===== config.mk =====
export PLATFORM = sky130hd
export DESIGN_NAME = hex_scan_mux
export DESIGN_NICKNAME = d
export VERILOG_FILES = /design/src/rtl/hex_scan_mux.sv
export SDC_FILE = /design/constraint.sdc
export NUM_CORES = 1
export LEC_CHECK = 0
export ABC_CLOCK_PERIOD_IN_PS = 2870
export BUFFER_PORTS_ARGS = -buffer_cell sky130_fd_sc_hd__clkbuf_2
export CORE_AREA = 2 2 101 175
export CTS_CLUSTER_DIAMETER = 60
export CTS_CLUSTER_SIZE = 24
export DETAILED_ROUTE_END_ITERATION = 8
export DIE_AREA = 0 0 103 177
export SLEW_MARGIN = 20
export SYNTH_ARGS = -nofsm -noshare
export SYNTH_HDL_FRONTEND = slang
export SYNTH_SLANG_ARGS = --single-unit

===== constraint.sdc =====
create_clock -name clk -period 2.87 [get_ports clk]
set_input_delay 0.574 -clock clk [delete_from_list [all_inputs] [get_ports clk]]
set_output_delay 0.574 -clock clk [all_outputs]
set_load 0.01 [all_outputs]

===== src/rtl/hex_scan_mux.sv =====
// Time-multiplexed driver for a common-segment 8-digit display with a
// frame-synchronous shadow copy of the patterns and a per-slot blanking gap.
// Optional brightness control is enabled by defining SCAN_DIM_EN.
module hex_scan_mux #(
  parameter int DIV       = 6250,
  parameter int BLANK_CYC = 16
) (
  input  logic        clk,
  input  logic        clr,
  input  logic [55:0] hex_in,
`ifdef SCAN_DIM_EN
  input  logic [1:0]  dim,
`endif
  output logic [6:0]  seg_n,
  output logic [7:0]  dig_n,
  output logic [2:0]  digit_idx,
  output logic        frame_start
);

  localparam int              CW   = (DIV > 2) ? $clog2(DIV) : 1;
  localparam logic [CW-1:0]   LAST = CW'(DIV - 1);

`ifdef SCAN_DIM_EN
  localparam int W      = DIV - BLANK_CYC;
  localparam int LEN_00 = W;
  localparam int LEN_01 = (3 * W) >> 2;
  localparam int LEN_10 = W >> 1;
  localparam int LEN_11 = W >> 2;
`endif

  logic [CW-1:0] slot_cnt, cnt_nx;
  logic [2:0]    idx, idx_nx;
  logic [55:0]   shadow, shadow_nx;
  logic          slot_end, load;
  logic          lit;
  logic [6:0]    seg_nx;
  logic [7:0]    dig_nx;
`ifdef SCAN_DIM_EN
  int            lit_len;
`endif

  // Outputs are computed from the next state so they line up with the
  // counters in the same cycle rather than lagging by one clock.
  always_comb begin
    slot_end  = (slot_cnt == LAST);
    load      = slot_end && (idx == 3'd7);
    cnt_nx    = slot_end ? '0 : slot_cnt + 1'b1;
    idx_nx    = slot_end ? idx + 3'd1 : idx;
    shadow_nx = load ? hex_in : shadow;

    lit = (int'(cnt_nx) >= BLANK_CYC);
`ifdef SCAN_DIM_EN
    case (dim)
      2'b00:   lit_len = LEN_00;
      2'b01:   lit_len = LEN_01;
      2'b10:   lit_len = LEN_10;
      default: lit_len = LEN_11;
    endcase
    lit = lit && (int'(cnt_nx) < BLANK_CYC + lit_len);
`endif

    seg_nx = 7'h7F;
    dig_nx = 8'hFF;
    if (lit) begin
      seg_nx = shadow_nx[int'(idx_nx) * 7 +: 7];
      dig_nx = ~(8'd1 << idx_nx);
    end
  end

  // NOTE: non-blocking assignments here so every register samples the
  // pre-edge values computed above, independent of statement order.
  always_ff @(posedge clk or negedge clr) begin
    if (!clr) begin
      slot_cnt    <= '0;
      idx         <= 3'd0;
      // NOTE: the shadow store is reset explicitly; the first frame must
      // display blank rather than whatever the flops powered up with.
      shadow      <= '1;
      seg_n       <= 7'h7F;
      dig_n       <= 8'hFF;
      digit_idx   <= 3'd0;
      frame_start <= 1'b0;
    end else begin
      slot_cnt    <= cnt_nx;
      idx         <= idx_nx;
      shadow      <= shadow_nx;
      seg_n       <= seg_nx;
      dig_n       <= dig_nx;
      digit_idx   <= idx_nx;
      frame_start <= load;
    end
  end

endmodule


## Yosys cells after proc, flatten, opt, wreduce, memory -nomap -nowiden

Index checks and enable logic that the tools add are counted.

- Output and inout bits: 19
- Memory bits (writable): 0
- Input bits: 58
- Memories: 0
- Register bits: 88
- Latch bits: 0
- Memory bits (read-only): 0
- Word-level logic and storage cells: 21

- Mux-type cells: 5
- Eq/ne operators: 2
- Bitwise gates (word level): 1
- Divide/modulo/power cells: 0
- Magnitude comparators: 1
- Reductions and logical operators: 1
- Add/sub/neg operators: 2
- Multipliers: 1
- Shifts and indexed selects: 2

Operator list:

| operator | count |
|---|---|
| two-way mux 56 bit | 1 |
| variable part select 56 x 7 -> 7 bit | 1 |
| adder 13 x 1 -> 13 bit, second input constant | 1 |
| == test 13 bit, second input constant | 1 |
| >= comparator 13 x 5 -> 1 bit, second input constant | 1 |
| two-way mux 13 bit | 1 |
| two-way mux 8 bit | 1 |
| NOT 8 bit | 1 |
| left shift 1 x 3 -> 8 bit, first input constant | 1 |
| two-way mux 7 bit | 1 |
| multiplier 3 x 3 -> 6 bit, second input constant | 1 |
| adder 3 x 1 -> 3 bit, second input constant | 1 |
| == test 3 bit, second input constant | 1 |
| two-way mux 3 bit | 1 |
| logical AND 1 bit | 1 |

## Logic depth before layout (Yosys ltp)

- Depth after elaboration: 5
- Gate-level depth with buffers: 10
- Mapped depth without buffers: 8

## Worst setup path after synthesis

Ideal clock, no wire load.

- Path kind: flip-flop to flip-flop
- Start: reg slot_cnt[0]
- End: reg seg_n[5]
- Path slack: 0.667 ns
- Cell stages (with the launch flop): 10
- Arrival: 2.115 ns
- Setup time: 0.088 ns
- Buffers on the path: 2
- Clock period less this slack: 2.203 ns
- Cell sequence: dfrtp_1 > ha_1 > and4bb_2 > and3_1 > buf_6 > buf_6 > mux2_4 > a22o_1 > a211oi_2 > a22oi_1

- Cells in the longest elaborated chain, start to end: 5
- Elaborated cells between the ends (all ways): 10
- Those cells by class: add/sub: 1; mul: 1; order compare: 1; eq/ne: 1; shift: 1; mux: 4; reduce/logical: 1

Ends and longest elaborated chain:

| element | line | RTL |
|---|---|---|
| start, declared | 31 | `logic [CW-1:0] slot_cnt, cnt_nx;` |
| start signal, assigned | 84 | `slot_cnt <= cnt_nx;` |
| == test 13 bit | 45 | `slot_end = (slot_cnt == LAST);` |
| two-way mux 3 bit or logical AND 1 bit (tied branches) | 48, 46 |  |
| multiplier 3 x 3 -> 6 bit or two-way mux 56 bit (tied branches) | 65, 49 |  |
| variable part select 56 x 7 -> 7 bit | 65 | `seg_nx = shadow_nx[int'(idx_nx) * 7 +: 7];` |
| two-way mux 7 bit (*) | 64 | `if (lit) begin` |
| named net seg_nx[5] | 36 | `logic [6:0] seg_nx;` |
| end signal, assigned | 87 | `seg_n <= seg_nx;` |
| end, declared | 14 | `output logic [6:0] seg_n,` |

Mark *: on every way through the listed nets, which the timed path passes. The rest lies on a longest branch.

## Worst setup path in the final report

- Start: reg slot_cnt[1]
- End: reg seg_n[1]

The elaborated chain is that of the path after synthesis.

==> flow_summary.toml <==
[status]
status = "completed"

[sta]
slew_violations = 0
tightest_slew_ps = 852.9
finalSetupViolCount = 0
period_minus_slack_ps = 2640
rsz0062_at_grt = "false"
whs_ps = 360.4
fmax_mhz = 378.8
tns_ps = 0
min_period_over_period_pct = 91.98
max_slew_margin_pct = 43.14
hold_viol = 0
fin_skew_ps = 5.913

[power_and_ir_drop]
power.switching_w = 0.0005511
vdd_ir_drop_max_uv = 279.1
internal-power_w = 0.002191
p_leak_nw = 2.401
netSwitchingFraction_pct = 20.10
total_power_w = 0.002742
pwr-share-clk_pct = 45.6
pwr-share-seq_pct = 48.6
p_per_area_nw_per_um2 = 538.2
power_frac_comb_pct = 5.8

[yosys]
synth_cells = 333
netlist.area_leader.share_pct = 45.22
ys.flop_type = "dfstp_2"
postSynthAreaPerCell_sq_um = 12.39
yosysWarnings = 0
synth-seq-cells = 88
ys_top_cells_by_area = "dfstp_2 45%, dfrtp_1 10%, mux2_2 7.9%"
syn-cell-area_sq_um = 4125
yosys.area.top_type = "dfstp_2"
synthDistinctLibCells = 46
syn_nets = 395
ys_seq_area_share_pct = 55.54
async_flop_share_pct = 100.0
synth-edff-count = 0

[critical_path]
start_kind = "register"
cp-end-kind = "register"
path_class = "reg -> reg"
required_ps = 3090
path_max_fanout = 10
cp.arrival_ps = 2860

[layout]
n_fill_cell = 1769
mostFrequentLayoutCells = "75 x clkbuf_2, 71 x dfstp_2, 29 x mux2_2"
final_common_cell = "clkbuf_2"
multi_input_area_sq_um = 1595
nets = 474
drive_gt1_share_pct = 51.68
ff_latch_area_sq_um = 2291
antenna_cells = 0
area_growth_pct = 23.51

[clocking]
cts_tree = "built"
holdBufCountCts = 0
path_clk_slew_ps = 60
root_buffer = "clkbuf_16"
clkSinkCount = 88
numCtsBuffers = 9
cts.path.max_buffers = 2
clk_latency_ps = 340
htree_levels = 3

[floorplanning]
start_util_pct = 24.45
die_area_sq_um = 18230
pin_count = 77
fp.coreArea_sq_um = 16870
die_h_um = 177
dieWidth_um = 103
row_count = 63

[route]
viasPerCell = 4.479
ant_nets = 0
wl_per_cell_um = 16.38
drt_iter0_drc = 200
dr_total_vias = 2880
drc = 0
first_pass_iters = 4
drt-total-wl_um = 10530

[flow_run]
drv_cap = 0

[worst_hold_path]
hold_class = "in -> async"

[placed_design]
routabilityCongestion = 0.8375
port_buffers = 76
dp_hpwl_um = 8146

[grt]
grt_overflow_total = 0
grt_pass1_vias = 3031
antenna_found_initial = 0
grt_pass1_wl_um = 16250
grt_usage_pct = 11.93
grt_max_degree = 67
[final timing paths]
path                                  startpoint                    end  slack [ps]  depth (start not counted)
min in group clk                      hex_in[28]   shadow[28]$_DFF_PN1_         480                          3
hold reg to reg            slot_cnt[0]$_DFF_PN0_  slot_cnt[0]$_DFF_PN0_         570                          1
max in group asynchronous                    clr   shadow[36]$_DFF_PN1_        1700                          2
setup / recovery           slot_cnt[1]$_DFF_PN0_     seg_n[1]$_DFF_PN1_         230                          9
hold / removal                               clr       idx[0]$_DFF_PN0_         360                          1
setup reg to reg           slot_cnt[1]$_DFF_PN0_     seg_n[1]$_DFF_PN1_         230                          9
[registers in the layout (all words and copies together) (netlist names)]
| signal | count |
|---|---|
| shadow | 56 |
| slot_cnt | 13 |
| dig_n | 8 |
| seg_n | 7 |
| idx | 3 |
| frame_start | 1 |
[cells in the mapped netlist (5+ instances only)]
| library cell | instances |
|---|---|
| a221oi_1 | 12 |
| a22oi_1 | 8 |
| and3_1 | 5 |
| buf_2 | 9 |
| buf_6 | 5 |
| dfrtp_1 | 17 |
| dfstp_2 | 71 |
| inv_1 | 28 |
| mux2_2 | 29 |
| mux2i_1 | 26 |
| nand2_1 | 17 |
| nand2b_1 | 5 |
| nand3_1 | 7 |
| nand4_1 | 5 |
| nor2_1 | 18 |
| o22ai_1 | 12 |
| xnor2_1 | 5 |
| xor2_1 | 9 |
[critical path, cell delays in order (launching register included)]
cell	delay, ps
dfrtp_1	440
inv_1	90
ha_1	180
and4bb_2	250
and3_2	320
mux2i_4	370
buf_4	230
o22ai_1	120
a221oi_1	400
a22oi_1	130
[cell type report]
cell class                      instances  share of cell area (%)
Sequential cell                        88                   44.97
Multi-Input combinational cell        196                   31.31
Timing Repair Buffer                   89                   9.676
Clock buffer                           14                   5.820
Tap cell                              227                   5.575
Inverter                               28                   2.063
Clock inverter                          1                  0.5894
[logic make-up after synthesis]
| kind of cell | Yosys count | share of synthesized area, % |
|---|---|---|
| muxes | 60 | 16.17 |
| AOI/OAI and AO/OA | 45 | 8.341 |
| and+or+nand+nor | 73 | 9.736 |
| DFF | 88 | 55.54 |
| adders and majority gates | 4 | 1.213 |
| xor gates and xnor gates | 14 | 2.972 |
| buffers and inverters | 49 | 6.036 |
[routing by layer]
layer / GRT usage, % / vias to the layer above / wire length (um)
met5: 0 / - / 0
met4: 4.550 / 0 / 242
met3: 2.528 / 13 / 395
met2: 22.51 / 74 / 5936
met1: 12.49 / 1463 / 3959
li1: - / 1330 / -
[power groups by stage]
stage,sequential (W),clock (W),combinational (W)
finish,0.00133,0.00125,0.000158
detailed placement,0.00135,0,0.000162
global route,0.00134,0.00133,0.000175
global placement,0.00135,0,0.000159
floorplan,0.00135,0,0.0000613
CTS,0.00133,0.00128,0.000163
[per-stage QoR]
step / std cells / setup slack [ps] / util, % / cell area, sq um
floorplan: 333 / 667.2 / - / 4125
global route: 643 / 14.97 / 30.20 / 5095
finish: 643 / 230.1 / 30.20 / 5095
CTS: 644 / 14.53 / 30.19 / 5092
global placement: 629 / 64.39 / 28.25 / 4766
detailed placement: 629 / 35.70 / 28.25 / 4766
[what timing repair did]
item,in CTS,in global routing
endpoints found under the setup margin,0,5
setup buffers,0,0
resized for setup,0,2
(Power assumes the default switching activity.)
